`src/rtl/spi_slave_ctrl_if.sv`:
```
// SPI slave controller bus: serial pins toward the SPI master and the
// parallel command/response handshake toward the single-port RAM.
interface spi_slave_ctrl_if #(
    parameter int WORD_W    = 10,
    parameter int ADDR_SIZE = 8
);
    logic                 SS_n;
    logic                 MOSI;
    logic                 MISO;
    logic [WORD_W-1:0]    rx_data;
    logic                 rx_valid;
    logic [ADDR_SIZE-1:0] tx_data;
    logic                 tx_valid;

    // Controller side.
    modport slave (
        input  SS_n, MOSI, tx_data, tx_valid,
        output MISO, rx_data, rx_valid
    );

    // Environment side: SPI master plus RAM.
    modport master (
        output SS_n, MOSI, tx_data, tx_valid,
        input  MISO, rx_data, rx_valid
    );
endinterface

```
`src/rtl/spi_slave_ctrl.sv`:
```
// SPI slave front-end for the single-port RAM. Collects a 10-bit command
// word MSB-first from MOSI, hands it to the RAM with a one-cycle rx_valid
// strobe and, on read-data frames, serializes the RAM's byte onto MISO.
module spi_slave_ctrl #(
    parameter int WORD_W    = 10,
    parameter int ADDR_SIZE = 8
) (
    input  logic               clk,
    input  logic               rst_n,
    spi_slave_ctrl_if.slave    bus
);

    // Counter runs 0..WORD_W while receiving, then on through the transmit
    // phase of a read-data frame, and parks one past the last MISO bit.
    localparam int CNT_W = $clog2(WORD_W + ADDR_SIZE + 2);
    localparam logic [CNT_W-1:0] RX_LAST = CNT_W'(WORD_W - 1);
    localparam logic [CNT_W-1:0] RX_DONE = CNT_W'(WORD_W);
    localparam logic [CNT_W-1:0] TX_END  = CNT_W'(WORD_W + ADDR_SIZE);

    typedef enum logic [2:0] {
        IDLE,
        CHK_CMD,
        WRITE,
        READ_ADD,
        READ_DATA
    } state_t;

    state_t               state, state_next;
    logic [CNT_W-1:0]     cnt;
    logic [WORD_W-2:0]    rx_shift;
    logic [ADDR_SIZE-1:0] tx_shift;
    logic [WORD_W-1:0]    rx_data;
    logic                 rx_valid;
    logic                 miso;
    logic                 rd_addr_loaded;

    // Per-edge control decoded from state and counter.
    logic abort;
    logic shift_en;
    logic word_done;
    logic tx_load;
    logic tx_step;
    logic tx_done;

    assign bus.MISO     = miso;
    assign bus.rx_data  = rx_data;
    assign bus.rx_valid = rx_valid;

    // State register.
    // NOTE: sequential state is always written with <=, so every flop in this
    // file samples the values from before the edge regardless of block order.
    always_ff @(posedge clk or negedge rst_n) begin
        if (!rst_n) state <= IDLE;
        else        state <= state_next;
    end

    // Next-state and per-edge control strobes.
    // NOTE: every output of this block gets a default up front so no path
    // leaves a variable unassigned and no latch is inferred.
    always_comb begin
        state_next = state;
        abort      = 1'b0;
        shift_en   = 1'b0;
        word_done  = 1'b0;
        tx_load    = 1'b0;
        tx_step    = 1'b0;
        tx_done    = 1'b0;

        if (state != IDLE && bus.SS_n) begin
            abort      = 1'b1;
            state_next = IDLE;
        end else begin
            unique case (state)
                IDLE: begin
                    if (!bus.SS_n) state_next = CHK_CMD;
                end
                CHK_CMD: begin
                    // First MOSI bit is word bit 9 and picks the frame type.
                    shift_en = 1'b1;
                    if (!bus.MOSI)           state_next = WRITE;
                    else if (!rd_addr_loaded) state_next = READ_ADD;
                    else                     state_next = READ_DATA;
                end
                WRITE, READ_ADD, READ_DATA: begin
                    if (cnt < RX_DONE) begin
                        shift_en  = 1'b1;
                        word_done = (cnt == RX_LAST);
                    end else if (state == READ_DATA) begin
                        // Transmit phase; tx_valid only matters while waiting.
                        if (cnt == RX_DONE)      tx_load = bus.tx_valid;
                        else if (cnt < TX_END)   tx_step = 1'b1;
                        else if (cnt == TX_END)  tx_done = 1'b1;
                    end
                end
                default: state_next = IDLE;
            endcase
        end
    end

    // Receive shifter, rx handshake, MISO serializer and read-address flag.
    always_ff @(posedge clk or negedge rst_n) begin
        if (!rst_n) begin
            cnt            <= '0;
            rx_shift       <= '0;
            tx_shift       <= '0;
            rx_data        <= '0;
            rx_valid       <= 1'b0;
            miso           <= 1'b0;
            rd_addr_loaded <= 1'b0;
        end else begin
            rx_valid <= 1'b0;
            if (abort) begin
                cnt  <= '0;
                miso <= 1'b0;
            end else begin
                if (shift_en) begin
                    rx_shift <= {rx_shift[WORD_W-3:0], bus.MOSI};
                    cnt      <= cnt + 1'b1;
                end
                if (word_done) begin
                    rx_data  <= {rx_shift, bus.MOSI};
                    rx_valid <= 1'b1;
                    // rx_shift still holds bits 9..1, so its top two are [9:8].
                    if (rx_shift[WORD_W-2 -: 2] == 2'b10) rd_addr_loaded <= 1'b1;
                end
                if (tx_load) begin
                    miso     <= bus.tx_data[ADDR_SIZE-1];
                    tx_shift <= {bus.tx_data[ADDR_SIZE-2:0], 1'b0};
                    cnt      <= cnt + 1'b1;
                end
                if (tx_step) begin
                    miso     <= tx_shift[ADDR_SIZE-1];
                    tx_shift <= {tx_shift[ADDR_SIZE-2:0], 1'b0};
                    cnt      <= cnt + 1'b1;
                end
                if (tx_done) begin
                    miso           <= 1'b0;
                    rd_addr_loaded <= 1'b0;
                    cnt            <= cnt + 1'b1;
                end
            end
        end
    end

endmodule

```
`src/flat_wrapper.sv`:
```
// flat-port wrapper written by rule: the top's interface ports become plain ports
module spi_slave_ctrl_flat 
#(
    parameter int WORD_W    = 10,
    parameter int ADDR_SIZE = 8
)
  (clk, rst_n, bus_SS_n, bus_MOSI, bus_tx_data, bus_tx_valid, bus_MISO, bus_rx_data, bus_rx_valid);
  spi_slave_ctrl_if #(.WORD_W(WORD_W), .ADDR_SIZE(ADDR_SIZE)) bus_i ();
  input  logic clk;
  input  logic rst_n;
  input wire logic [$bits(bus_i.SS_n)-1:0] bus_SS_n;
  input wire logic [$bits(bus_i.MOSI)-1:0] bus_MOSI;
  input wire logic [$bits(bus_i.tx_data)-1:0] bus_tx_data;
  input wire logic [$bits(bus_i.tx_valid)-1:0] bus_tx_valid;
  output wire logic [$bits(bus_i.MISO)-1:0] bus_MISO;
  output wire logic [$bits(bus_i.rx_data)-1:0] bus_rx_data;
  output wire logic [$bits(bus_i.rx_valid)-1:0] bus_rx_valid;
  assign bus_i.SS_n = bus_SS_n;
  assign bus_i.MOSI = bus_MOSI;
  assign bus_i.tx_data = bus_tx_data;
  assign bus_i.tx_valid = bus_tx_valid;
  assign bus_MISO = bus_i.MISO;
  assign bus_rx_data = bus_i.rx_data;
  assign bus_rx_valid = bus_i.rx_valid;
  spi_slave_ctrl #(.WORD_W(WORD_W), .ADDR_SIZE(ADDR_SIZE)) u_core (.clk(clk), .rst_n(rst_n), .bus(bus_i));
endmodule
```
`config.mk`:
```
export PLATFORM = sky130hd
export DESIGN_NAME = spi_slave_ctrl_flat
export DESIGN_NICKNAME = d
export VERILOG_FILES = /design/src/rtl/spi_slave_ctrl_if.sv /design/src/rtl/spi_slave_ctrl.sv /design/src/flat_wrapper.sv
export SDC_FILE = /design/constraint.sdc
export NUM_CORES = 1
export LEC_CHECK = 0
export ABC_CLOCK_PERIOD_IN_PS = 3840
export CAP_MARGIN = 40
export CORE_ASPECT_RATIO = 1.25
export CORE_MARGIN = 1
export CORE_UTILIZATION = 40
export CTS_BUF_LIST = sky130_fd_sc_hd__clkbuf_8 sky130_fd_sc_hd__clkbuf_16
export CTS_CLUSTER_DIAMETER = 40
export DETAILED_ROUTE_END_ITERATION = 8
export PLACE_DENSITY = 0.63
export SLEW_MARGIN = 20
export SYNTH_ARGS = -nofsm -noshare
export SYNTH_HDL_FRONTEND = slang
export SYNTH_SLANG_ARGS = --single-unit
```
`constraint.sdc`:
```
create_clock -name clk -period 3.84 [get_ports clk]
set_input_delay 1.152 -clock clk [delete_from_list [all_inputs] [get_ports clk]]
set_output_delay 1.152 -clock clk [all_outputs]
set_load 0.01 [all_outputs]
```
==> metrics.md <==
| Metric | Value |
|---|---|
| Total power | 1.11 mW |
| Setup Skew | 0.00696 ns |
| Filler Cells Inserted | 422 |
| EDFF count, synth | 0 |
| Endpoints failing setup | 0 |
| Yosys reg bits | 37 |
| R2r setup slk | 1.82 ns |
| Ant diodes | 0 |
| # port buffers | 24 |
| Async SR Flop Fraction | 100% |
| Unrepaired setup endpoints after global routing | no |
| Hold Crit Depth | 2 |
| Initial antenna violation count | 0 |
| Rows | 27 |
| Pin count of the biggest net entering global routing | 38 |
| CTS tree | yes |
| Die W | 62.3 um |
| HP Class | reg -> reg |
| Post-layout min period | 3.02 ns |
| Most frequent cells in the layout | 37 x dfrtp_1, 24 x clkdlybuf4s50_1, 20 x mux2_2, 16 x o21ai_0, 14 x nand2_1 |
| Hold path start | u_core.tx_shift[7]$_DFFE_PN0P_ |
| Placed Area | 2090 um2 |
| Commonest non-fill, non-tap cell in the layout | dfrtp_1 |
| Average wire per standard cell | 13.9 um |
| Setup Fix Bufs, Post-CTS | 0 |
| Rel. slew slack | 63.4% |
| Post-CTS Resized | 0 |
| DRC | 0 |
| Wire length of the first global-routing pass | 5840 um |
| Final cycle utilization of the critical path | 78.7% |
| Fin. max-slew vios | 0 |
| CTS H-Tree Depth | 2 |
| Leak Pwr | 0.984 nW |
| Crit Path Category | in -> reg |
| Dominant synthesized flop cell | dfrtp_1 |
| Core area | 4390 um2 |
| Pwr dens | 511 nW/um2 |
| Worst Tran Pin Value | 0.548 ns |
| Net count, final | 201 |
| Hold buffers post-CTS | 0 |
| CP endpoint kind | register |
| Yosys warnings | 0 |
| Root Buffer Master | clkbuf_8 |
| Drt initial violations | 28 |
| CP Launch Point | bus_SS_n |
| Worst Path Arrival | 3.21 ns |
| Die Ht | 77.4 um |
| Seq/Total Area, Yosys | 50.9% |
| Fmax | 331 MHz |
| R2R Path Start | u_core.state[2]$_DFFE_PN0P_ |
| Max Cap Viol | 0 |
| Vias per cell | 5.26 |
| Post-Synthesis Cells | 159 |
| DR vias | 1278 |
| Global route overflow | 0 |
| Ports | 25 |
| DRT Wirelength | 3380 um |
| Total GRT Usage | 15.4% |
| Vias in the first global route | 1314 |
| Required time worst endpoint | 4.02 ns |
| Worst Setup Start Kind | input port |
| Synth Area per Inst | 11.4 um2 |
| Cts bufs inserted | 5 |
| Area grow syn2layout | 19.8% |
| Multi-input logic area | 821 um2 |
| Max VDD drop | 0.370 mV |
| Status | finished, final reports clean |
| Syn Nets | 175 |
| Final hold vios | 0 |
| Clk Latency, worst-skew pair | 0.29 ns |
| RR Endpoint | u_core.rx_shift[2]$_DFFE_PN0P_ |
| Clock sink count | 37 |
| Hold Path Sink | u_core.tx_shift[7]$_DFFE_PN0P_ |
| Synthesized cell area | 1820 um2 |
| Pre-antenna DRT Iters | 6 |
| Antenna Nets Post-Route | 0 |
| Share of layout cells above drive strength 1 | 19.5% |
| Clk slew on worst S/H paths | 0.07 ns |
| CP max FO | 13 |
| Initial core utilization | 41.4% |
| Final HPWL DP | 2400 um |
| Placer congestion estimate | 0.837 |
| Post-Route Setup TNS | 0 ns |
| Die area | 4820 um2 |
| Reg area | 926 um2 |
| Worst r2r path cells | 5 |
| Post-route cell area | 2180 um2 |
| Yosys cell types | 37 |
| Deepest clock path buffer count | 2 |
synthesized netlist by cell type, types with 2 or more instances:
library cell / n / share of area, %
o31ai_1: 4 / 1.7
nand2b_1: 3 / 1.0
mux2i_1: 7 / 3.9
and2_1: 3 / 1.0
mux2_2: 20 / 12
nand2_1: 14 / 2.9
ha_1: 3 / 2.1
inv_1: 4 / 0.83
o21ai_0: 16 / 4.4
a211oi_1: 2 / 0.83
dfrtp_1: 37 / 51
buf_6: 3 / 1.9
buf_4: 2 / 0.83
nand3_1: 5 / 1.4
nor3_1: 4 / 1.1
nor4b_1: 2 / 0.96
a21oi_1: 2 / 0.55
or3b_1: 2 / 0.96
and2b_1: 2 / 0.83
nor2_1: 7 / 1.4
critical path: stages:
cell and delay (ns):
clkdlybuf4s50_1 0.75, and2b_1 0.26, a211oi_1 0.27, a32oi_2 0.21
or2_4 0.28, o31ai_1 0.28
per-stage QoR:
stage,hold WS [ns],utilization [%],instances,worst slack (ns)
2_1_floorplan,0.449,-,159,1.52
4_1_cts,0.498,49.6,243,0.827
3_3_place_gp,0.465,47.6,236,0.666
5_1_grt,0.518,49.6,243,0.626
6_report,0.495,49.6,243,0.816
3_5_place_dp,0.481,47.6,236,0.523
report_power, final:
| part | switching, mW | total [mW] | internal, mW | leakage, nW |
|---|---|---|---|---|
| clock | 0.131 | 0.273 | 0.142 | 0.0433 |
| sequential | 0.0941 | 0.575 | 0.480 | 0.491 |
| combinational | 0.107 | 0.266 | 0.159 | 0.449 |
per-layer routing:
layer	wire length (um)	GRT usage, %
met5	0	0
met4	87	8.14
met3	123	3.53
met2	1710	25.2
met1	1470	18.9
worst max path at each step:
stage / slack, ns / to
after floorplan: 1.52 / u_core.cnt[4]$_DFFE_PN0P_
after global placement: 0.67 / u_core.cnt[4]$_DFFE_PN0P_
after detailed placement: 0.52 / u_core.cnt[4]$_DFFE_PN0P_
after CTS: 0.83 / u_core.cnt[4]$_DFFE_PN0P_
after global routing: 0.63 / u_core.cnt[4]$_DFFE_PN0P_
final: 0.82 / u_core.cnt[4]$_DFFE_PN0P_
final cells by class:
class / instances / share of cell area (%)
clock buffers: 6 / 3.79
repair buffers: 26 / 11.7
clock inverters: 1 / 0.344
flip-flops and latches: 37 / 42.5
inverters: 4 / 0.689
well taps: 58 / 3.33
multi-input cells: 111 / 37.7
state kept, by name, indices dropped and copies added (netlist names):
| register | count |
|---|---|
| u_core.rx_shift | 9 |
| u_core.tx_shift | 7 |
| u_core.rd_addr_loaded | 1 |
| u_core.cnt | 5 |
| u_core.bus.rx_valid | 1 |
| u_core.bus.MISO | 1 |
| u_core.state | 3 |
| u_core.bus.rx_data | 10 |
cell families after synthesis:
logic type / count (synthesis) / synth area share (%)
buffers and inverters: 11 / 3.99
flip-flops: 37 / 50.9
multiplexers: 27 / 16.2
AO/OA/AOI/OAI: 31 / 11.2
AND/OR/NAND/NOR: 50 / 15.6
adder cells (fa/ha/maj): 3 / 2.06
Note: power is estimated with default switching activity, not from simulation.
